===== src/rtl/conclover_sequencer.sv =====
// Run sequencer for the conclover correlator: fetch samples, shift the window, write MAC results. Optional abort port: CONCLOVER_SEQ_ABORT_EN.
// One sample in flight at a time; both masters hold address/data while waitrequest is high, results wait MAC_LAT cycles after shift_en.
module conclover_sequencer #(
    parameter int ADDR_W  = 16,
    parameter int TAPS    = 20,
    parameter int MAC_LAT = 2,
    parameter int ACC_W   = 24
) (
    input  logic              clk,
    input  logic              rst,
    input  logic              start,
    input  logic [ADDR_W-1:0] read_start_addr,
    input  logic [ADDR_W-1:0] read_stop_addr,
    input  logic [ADDR_W-1:0] write_start_addr,
    input  logic [ADDR_W-1:0] write_stop_addr,
    output logic              work,
    output logic              done,
    output logic              rd_read,
    output logic [ADDR_W-1:0] rd_address,
    input  logic              rd_waitrequest,
    input  logic              rd_readdatavalid,
    input  logic [7:0]        rd_readdata,
    output logic              shift_en,
    output logic [7:0]        sample_out,
    output logic              clr_window,
    input  logic [ACC_W-1:0]  mac_result,
    output logic              wr_write,
    output logic [ADDR_W-1:0] wr_address,
    output logic [31:0]       wr_writedata,
`ifdef CONCLOVER_SEQ_ABORT_EN
    input  logic              abort,
`endif
    input  logic              wr_waitrequest
);

    localparam int CNT_W = $clog2(TAPS + 1);
    localparam int LAT_W = $clog2(MAC_LAT + 1);
    localparam logic [CNT_W-1:0] TAPS_M1 = CNT_W'(TAPS - 1);
    localparam logic [LAT_W-1:0] LAT_MAX = LAT_W'(MAC_LAT);

    typedef enum logic [2:0] {
        S_IDLE, S_RD_REQ, S_RD_WAIT, S_SHIFT, S_COMPUTE, S_WR, S_NEXT, S_DONE
    } state_e;

    state_e            state_q, state_d;
    logic [ADDR_W-1:0] rd_ptr_q, rd_ptr_d, rd_stop_q, rd_stop_d;
    logic [ADDR_W-1:0] wr_ptr_q, wr_ptr_d, wr_stop_q, wr_stop_d;
    logic              wr_empty_q, wr_empty_d;
    logic [CNT_W-1:0]  cnt_q, cnt_d;
    logic [LAT_W-1:0]  lat_q, lat_d;
    logic [7:0]        sample_q, sample_d;
    logic [31:0]       wdata_q, wdata_d;
    logic              clr_q, clr_d;
    logic              work_q;
    logic              abort_pend;
    logic              rd_last, wr_last, filling;

    assign rd_last = (rd_ptr_q == rd_stop_q);
    // An inverted write window still takes exactly one result, then ends the run.
    assign wr_last = (wr_ptr_q == wr_stop_q) || wr_empty_q;
    assign filling = (cnt_q < TAPS_M1);

`ifdef CONCLOVER_SEQ_ABORT_EN
    logic abort_q;
    assign abort_pend = abort | abort_q;
    always_ff @(posedge clk or posedge rst) begin
        if (rst) abort_q <= 1'b0;
        else     abort_q <= (state_q != S_IDLE) && (state_d != S_IDLE) && abort_pend;
    end
`else
    assign abort_pend = 1'b0;
`endif

    always_ff @(posedge clk or posedge rst) begin
        if (rst) state_q <= S_IDLE;
        else     state_q <= state_d;
    end

    always_comb begin
        state_d = state_q;
        case (state_q)
            S_IDLE:    if (start) state_d = (read_stop_addr < read_start_addr) ? S_DONE : S_RD_REQ;
            S_RD_REQ:  if (!rd_waitrequest) state_d = S_RD_WAIT;
            S_RD_WAIT: if (rd_readdatavalid) state_d = abort_pend ? S_IDLE : S_SHIFT;
            S_SHIFT:   state_d = abort_pend ? S_IDLE : (filling ? S_NEXT : S_COMPUTE);
            S_COMPUTE: begin
                if (abort_pend)           state_d = S_IDLE;
                else if (lat_q == LAT_MAX) state_d = S_WR;
            end
            S_WR:      if (!wr_waitrequest) state_d = abort_pend ? S_IDLE : (wr_last ? S_DONE : S_NEXT);
            S_NEXT:    state_d = abort_pend ? S_IDLE : (rd_last ? S_DONE : S_RD_REQ);
            S_DONE:    state_d = S_IDLE;
            default:   state_d = S_IDLE;
        endcase
    end

    always_comb begin
        rd_read  = (state_q == S_RD_REQ);
        shift_en = (state_q == S_SHIFT);
        wr_write = (state_q == S_WR);
        done     = (state_q == S_DONE) && !abort_pend;
    end

    assign work         = work_q;
    assign clr_window   = clr_q;
    assign rd_address   = rd_ptr_q;
    assign wr_address   = wr_ptr_q;
    assign wr_writedata = wdata_q;
    assign sample_out   = sample_q;

    always_comb begin
        rd_ptr_d   = rd_ptr_q;
        rd_stop_d  = rd_stop_q;
        wr_ptr_d   = wr_ptr_q;
        wr_stop_d  = wr_stop_q;
        wr_empty_d = wr_empty_q;
        cnt_d      = cnt_q;
        lat_d      = lat_q;
        sample_d   = sample_q;
        wdata_d    = wdata_q;
        clr_d      = 1'b0;
        case (state_q)
            S_IDLE: if (start) begin
                rd_ptr_d   = read_start_addr;
                rd_stop_d  = read_stop_addr;
                wr_ptr_d   = write_start_addr;
                wr_stop_d  = write_stop_addr;
                wr_empty_d = (write_stop_addr < write_start_addr);
                cnt_d      = '0;
                clr_d      = 1'b1;
            end
            S_RD_WAIT: if (rd_readdatavalid) sample_d = rd_readdata;
            S_SHIFT: begin
                if (filling) cnt_d = cnt_q + 1'b1;
                lat_d = LAT_W'(1);
            end
            S_COMPUTE: begin
                if (lat_q == LAT_MAX) wdata_d = 32'($signed(mac_result));
                else                  lat_d   = lat_q + 1'b1;
            end
            S_WR:   if (!wr_waitrequest && !wr_last) wr_ptr_d = wr_ptr_q + 1'b1;
            // Stop compare happens before the increment, so a stop of all-ones never wraps.
            S_NEXT: if (!rd_last) rd_ptr_d = rd_ptr_q + 1'b1;
            default: ;
        endcase
    end

    always_ff @(posedge clk or posedge rst) begin
        if (rst) begin
            rd_ptr_q   <= '0;
            rd_stop_q  <= '0;
            wr_ptr_q   <= '0;
            wr_stop_q  <= '0;
            wr_empty_q <= 1'b0;
            cnt_q      <= '0;
            lat_q      <= '0;
            sample_q   <= '0;
            wdata_q    <= '0;
            clr_q      <= 1'b0;
            work_q     <= 1'b0;
        end else begin
            rd_ptr_q   <= rd_ptr_d;
            rd_stop_q  <= rd_stop_d;
            wr_ptr_q   <= wr_ptr_d;
            wr_stop_q  <= wr_stop_d;
            wr_empty_q <= wr_empty_d;
            cnt_q      <= cnt_d;
            lat_q      <= lat_d;
            sample_q   <= sample_d;
            wdata_q    <= wdata_d;
            clr_q      <= clr_d;
            work_q     <= (state_d != S_IDLE);
        end
    end

endmodule


===== config.mk =====
export PLATFORM = sky130hd
export DESIGN_NAME = conclover_sequencer
export DESIGN_NICKNAME = d
export VERILOG_FILES = /design/src/rtl/conclover_sequencer.sv
export SDC_FILE = /design/constraint.sdc
export NUM_CORES = 1
export LEC_CHECK = 0
export ABC_AREA = 0
export BUFFER_PORTS_ARGS = -buffer_cell sky130_fd_sc_hd__buf_2
export CAP_MARGIN = 20
export CORE_UTILIZATION = 32
export CTS_BUF_LIST = sky130_fd_sc_hd__clkbuf_4
export CTS_CLUSTER_SIZE = 30
export DETAILED_ROUTE_END_ITERATION = 10
export GPL_ROUTABILITY_DRIVEN = 0
export RECOVER_POWER = 100
export SYNTH_ARGS = -nofsm -noshare
export SYNTH_HDL_FRONTEND = slang
export SYNTH_SLANG_ARGS = --single-unit
export TNS_END_PERCENT = 100

===== constraint.sdc =====
create_clock -name clk -period 9.1 [get_ports clk]
set_input_delay 0.455 -clock clk [delete_from_list [all_inputs] [get_ports clk]]
set_output_delay 0.455 -clock clk [all_outputs]
set_load 0.02 [all_outputs]

After elaboration in Yosys (flattened, before gate mapping)
Index checks and enable logic that the tools add are counted.
{"block": "totals", "ff_bits": 109, "inputBits": 102, "out_inout_bits": 78, "elab_cells": 74}
{"block": "op_classes", "add_sub_neg": 4, "magnitude_cmp": 3, "eq_ne": 15, "muxes": 23, "n_reduce_logical": 17}
{"cell": "2-to-1 mux 16 bit", "count": 4}
{"cell": "one-hot mux 16 bit (2 select lines)", "count": 2}
{"cell": "adder 16 x 1 -> 16 bit, second input constant", "count": 2}
{"cell": "equality test 16 bit", "count": 2}
{"cell": "< comparator 16 bit", "count": 2}
{"cell": "one-hot mux 3 bit (8 select lines)", "count": 1}
{"cell": "2-to-1 mux 3 bit", "count": 7}
{"cell": "equality test 3 bit, second input constant", "count": 4}
{"cell": "2-to-1 mux 5 bit", "count": 2}
{"cell": "one-hot mux 5 bit (2 select lines)", "count": 1}
{"cell": "AND reduction 3 bit", "count": 3}
{"cell": "AND reduction 2 bit", "count": 4}
{"cell": "nonzero test 2 bit", "count": 4}
{"cell": "equality test 3 x 2 -> 1 bit, second input constant", "count": 2}
{"cell": "!= test 2 bit, second input constant", "count": 3}
{"cell": "adder 5 x 1 -> 5 bit, second input constant", "count": 1}
{"cell": "< comparator 5 bit, second input constant", "count": 1}
{"cell": "2-to-1 mux 2 bit", "count": 2}
{"cell": "!= test 2 x 1 -> 1 bit, second input constant", "count": 2}
{"cell": "one-hot mux 2 bit (2 select lines)", "count": 1}
{"cell": "equality test 3 x 1 -> 1 bit, second input constant", "count": 1}
{"cell": "zero test 3 bit", "count": 1}
{"cell": "2-to-1 mux 1 bit", "count": 3}
{"cell": "nonzero test 3 bit", "count": 1}
{"cell": "5 further kinds", "count": 6}

Logic depth before layout (Yosys ltp)
{"block": "depth", "word_depth": 6, "depth_mapped": 8, "depth_no_buf": 7}

Least setup slack after synthesis
OpenSTA, ideal clock, no wires.
{"block": "synth_timing", "kind": "register to register", "start": "reg rd_ptr_q[9] (netlist: rd_address[9])", "end": "reg rd_ptr_q[7] (netlist: rd_address[7])", "setup_ns": 0.128, "arrival_time_ns": 1.766, "t_required_ns": 8.972, "path_slack_ns": 7.207, "path_stages_with_launch": 9, "n_path_buf": 3, "synth_period_minus_slack_ns": 1.893, "path_cell_list": "dfrtp_1 > buf_4 > xor2_1 > nor4_2 > and4_1 > buf_6 > buf_6 > mux2i_1 > nand2_1"}
{"block": "synth_between", "elab_chain_len": 3}
{"element": "from (decl)", "line": "46", "rtl": "logic [ADDR_W-1:0] rd_ptr_q, rd_ptr_d, rd_stop_q, rd_stop_d;"}
{"element": "from (signal assigned)", "line": "162", "rtl": "rd_ptr_q <= rd_ptr_d;"}
{"element": "equality test 16 bit", "line": "58", "rtl": "assign rd_last = (rd_ptr_q == rd_stop_q);"}
{"element": "!= test 2 bit (no source line)"}
{"element": "AND reduction 3 bit (no source line)"}
Every way passes these cells.
A chain may end at the register's enable or synchronous reset.

Worst setup path in the final report
{"block": "layout_timing", "start": "reg state_q[1]", "end": "reg rd_ptr_q[15] (netlist: rd_address[15])"}
{"block": "layout_between", "elab_chain_len": 3, "word_cells_on_any_way": 7, "classes_between": "3 x eq/ne; 1 x mux; 3 x reduce/logical"}
{"element": "from (decl)", "line": "45", "rtl": "state_e state_q, state_d;"}
{"element": "from (signal assigned)", "line": "76", "rtl": "else state_q <= state_d;"}
{"element": "equality test 3 bit or zero test 3 bit (tied branches)", "line": "122", "rtl": "case (state_q)"}
{"element": "!= test 2 bit (no source line) or nonzero test 2 bit (tied branches)"}
{"element": "AND reduction 3 bit (no source line)"}
Several ways; a longest one is shown, not always the timed one.

==> flow_summary.json <==
{
  "met2_usage_pct": 27.92,
  "die_w_um": 146.0,
  "nets": 986,
  "totalPowerFinal_uw": 2238,
  "synth_edf_count": 0,
  "clock_sinks": 109,
  "yosysUniqueCellTypes": 74,
  "cts_max_level": 3,
  "initial_core_util_pct": 32.69,
  "cts_resized": 0,
  "die_y_um": 146.0,
  "synth_flop_cell": "dfrtp_1",
  "cp_cell_sequence": "nor2_1 > nand3b_1 > clkbuf_1 > inv_2 > buf_4 > nor2_1 > a22o_1 > a31oi_1 > nand2_1",
  "power.density_nw_per_um2": 293.9,
  "portBuffers": 179,
  "worstRegToRegCells": 9,
  "tightest_slew_ps": 3056,
  "cts_root_buf": "clkbuf_4",
  "worst_path_most_repeated_cell": "nor2_1",
  "end_kind": "flop",
  "async_reset_ff_share_pct": 100.0,
  "grt_max_degree": 77,
  "dpl_cell_area_um2": 7625,
  "setup_ws_ps": 3410,
  "max_freq_mhz": 175.8,
  "core-area_um2": 20300,
  "cts_made_buffers": 9,
  "min_path_cells": 3,
  "synth_top_area_share_pct": 41.11,
  "finalSetupTns_ps": 0,
  "use_met1_pct": 23.08,
  "place_ws_ps": 5950,
  "vias": 5749,
  "dr.pass1.iters": 4,
  "synth.yosys.warnings": 0,
  "ant_nets": 0,
  "cap_violations": 3,
  "synth_cells": 700,
  "yosys-top-cells-area": "dfrtp_1 41%, nand2_1 7.3%, ha_1 6.4%",
  "violations": "capacitance limit, slew limit",
  "routed_wl_mm": 17.94,
  "power.leakage_uw": 0.003653,
  "rrSetupSlack_ps": 3410,
  "clk_latency_ps": 480,
  "synthesis.area_um2": 6635,
  "crit_buf_inv": 3,
  "status": "complete, but fails checks",
  "dpl.hpwl_mm": 12.90,
  "clk_pin_slew_worst_paths_ps": 170,
  "min_path_type": "in2reg",
  "arrival_ps": 6120,
  "grt_pass1_vias": 5490,
  "finClkSkew_ps": 24.79,
  "hold_viol_final": 0,
  "slew_violations": 120,
  "worst_ir_drop_vdd_mv": 0.1133,
  "stdcell_area_um2": 7615,
  "grt-ovfl-total": 0,
  "synth_seq_cells": 109,
  "startpoint_type": "flop",
  "critical_path.slowest_cell": "clkbuf_1",
  "finalSetupViolations": 0,
  "placed_cells": 1106,
  "grt_setup_unrepaired": "false",
  "area_delta_synth_final_pct": 14.77,
  "path_delay_family": "buffers and inverters",
  "fin_crit_sh_pct": 62.52,
  "slew_headroom_pct": -103.7,
  "pin_count": 180,
  "cts_tree": "done",
  "grt_first_pass_wirelength_mm": 29.22,
  "clockBufferDepth": 2,
  "die-area_um2": 21310,
  "fin_cells": 1126,
  "drive_above_1_share_pct": 20.12,
  "synthesis.nets": 836,
  "busiest_layer": "met2",
  "path_depth": 9,
  "path_class": "reg2reg",
  "critical-path-max-stage-delay_ps": 2130,
  "required_ps": 9530,
  "avgSynthCellArea_um2": 9.479,
  "avgRoutedWirePerCell_um": 15.93,
  "num_rows": 52,
  "period_needed_ps": 5690,
  "antenna_found_initial": 2,
  "post-route-drc-count": 0,
  "synth-seq-area-share_pct": 41.11,
  "routed_via_density": 5.106,
  "grtUsageMet3_pct": 4.075,
  "grt.total_usage_pct": 17.15,
  "drt_iter0_drc": 413,
  "post-cts-setup-buffers": 0,
  "crit_fanout": 63,
  "synth_top_area_cell": "dfrtp_1"
}
[synthesized netlist by cell type, types with 5 or more instances]
library cell,count
buf_2,20
buf_6,6
nor4_1,13
o211ai_1,5
a21oi_1,22
o21ai_0,14
buf_1,5
nand3_1,20
xor2_1,33
mux2_2,33
inv_1,41
o21ai_1,7
a211oi_1,7
nor2_1,27
mux2i_1,6
ha_1,34
nand2_1,129
clkbuf_1,8
nand3b_1,5
nand4_1,12
nor3b_1,5
a31oi_1,6
nor2b_1,11
buf_4,9
dfrtp_1,109
and4_1,5
a311oi_1,7
and3_1,14
[placed cells by master, fill, tap and decap left out, drive strengths merged, types with 5 or more instances in the layout]
cell type / count
nor2b: 11
nand4: 13
nand3b: 5
o21ai: 21
nor2: 29
mux2: 34
nor4: 16
dfrtp: 109
and2: 5
nand3: 20
a211oi: 10
o211ai: 5
a311oi: 10
inv: 41
and4: 5
ha: 34
a31oi: 6
and3: 14
nand2: 129
nor3b: 5
clkbuf: 93
xor2: 34
a21oi: 25
buf: 105
mux2i: 6
a221oi: 6
[path summary, 6_finish.rpt]
path                                    start        endpoint
max reg2reg                        state_q[1]  rd_address[15]
min in group asynchronous                 rst   sample_out[0]
max in group asynchronous                 rst   wr_stop_q[13]
min                        read_stop_addr[15]   rd_stop_q[15]
min reg2reg                     wr_stop_q[10]   wr_stop_q[10]
max                                state_q[1]  rd_address[15]
[repair_timing]
action | CTS | global route
endpoints found under the setup margin | 0 | 0
hold buffers | 1 | 0
endpoints found under the hold margin | 33 | 0
[registers in the layout, summed over array words and instances (netlist names)]
name,cells
rd_address,16
lat_q,2
cnt_q,5
wr_stop_q,16
state_q,3
wr_address,16
rd_stop_q,16
wr_empty_q,1
sample_out,8
clr_window,1
wr_writedata,24
work,1
[metrics by stage]
stage	util (%)	hold WS (ps)
floorplan	-	465.2
global route	37.51	139.1
CTS	38.18	130.3
global placement	37.56	479.4
finish	37.51	162.9
detailed placement	37.56	483.0
[routing by layer]
layer,routed length (µm),part of all wire [%],up-vias
met5,0,0,-
met4,244,1.4,0
met3,1108,6.2,17
met2,8332,46,200
met1,8253,46,2761
li1,-,-,2771
[worst min-delay path, cell delays in order]
cell	delay, ps
buf_2	90
nand2_1	40
nand2_1	50
[logic make-up after synthesis]
logic type | count (synthesis) | share of synthesized area [%]
mux | 40 | 6.676
xor+xnor | 34 | 4.601
compound gates | 120 | 13.63
flops | 109 | 41.11
buf+inv | 90 | 6.657
fa+ha+maj | 34 | 6.411
simple gates | 273 | 20.91
[power by group]
group | internal [µW] | total, µW | switching [µW]
clock network | 64.9 | 230 | 165
registers | 699 | 960 | 261
logic | 396 | 1050 | 652
[cell type report]
| class | count | area, µm² |
|---|---|---|
| Inverter | 42 | 158.9 |
| Fill cell | 2150 | 12680 |
| Clock inverter | 4 | 25.02 |
| Timing Repair Buffer | 187 | 847.1 |
| Antenna cell | 1 | 2.502 |
| Sequential cell | 109 | 2728 |
| Multi-Input combinational cell | 501 | 3426 |
| Clock buffer | 12 | 90.09 |
| Tap cell | 270 | 337.8 |
(Power assumes the default switching activity.)
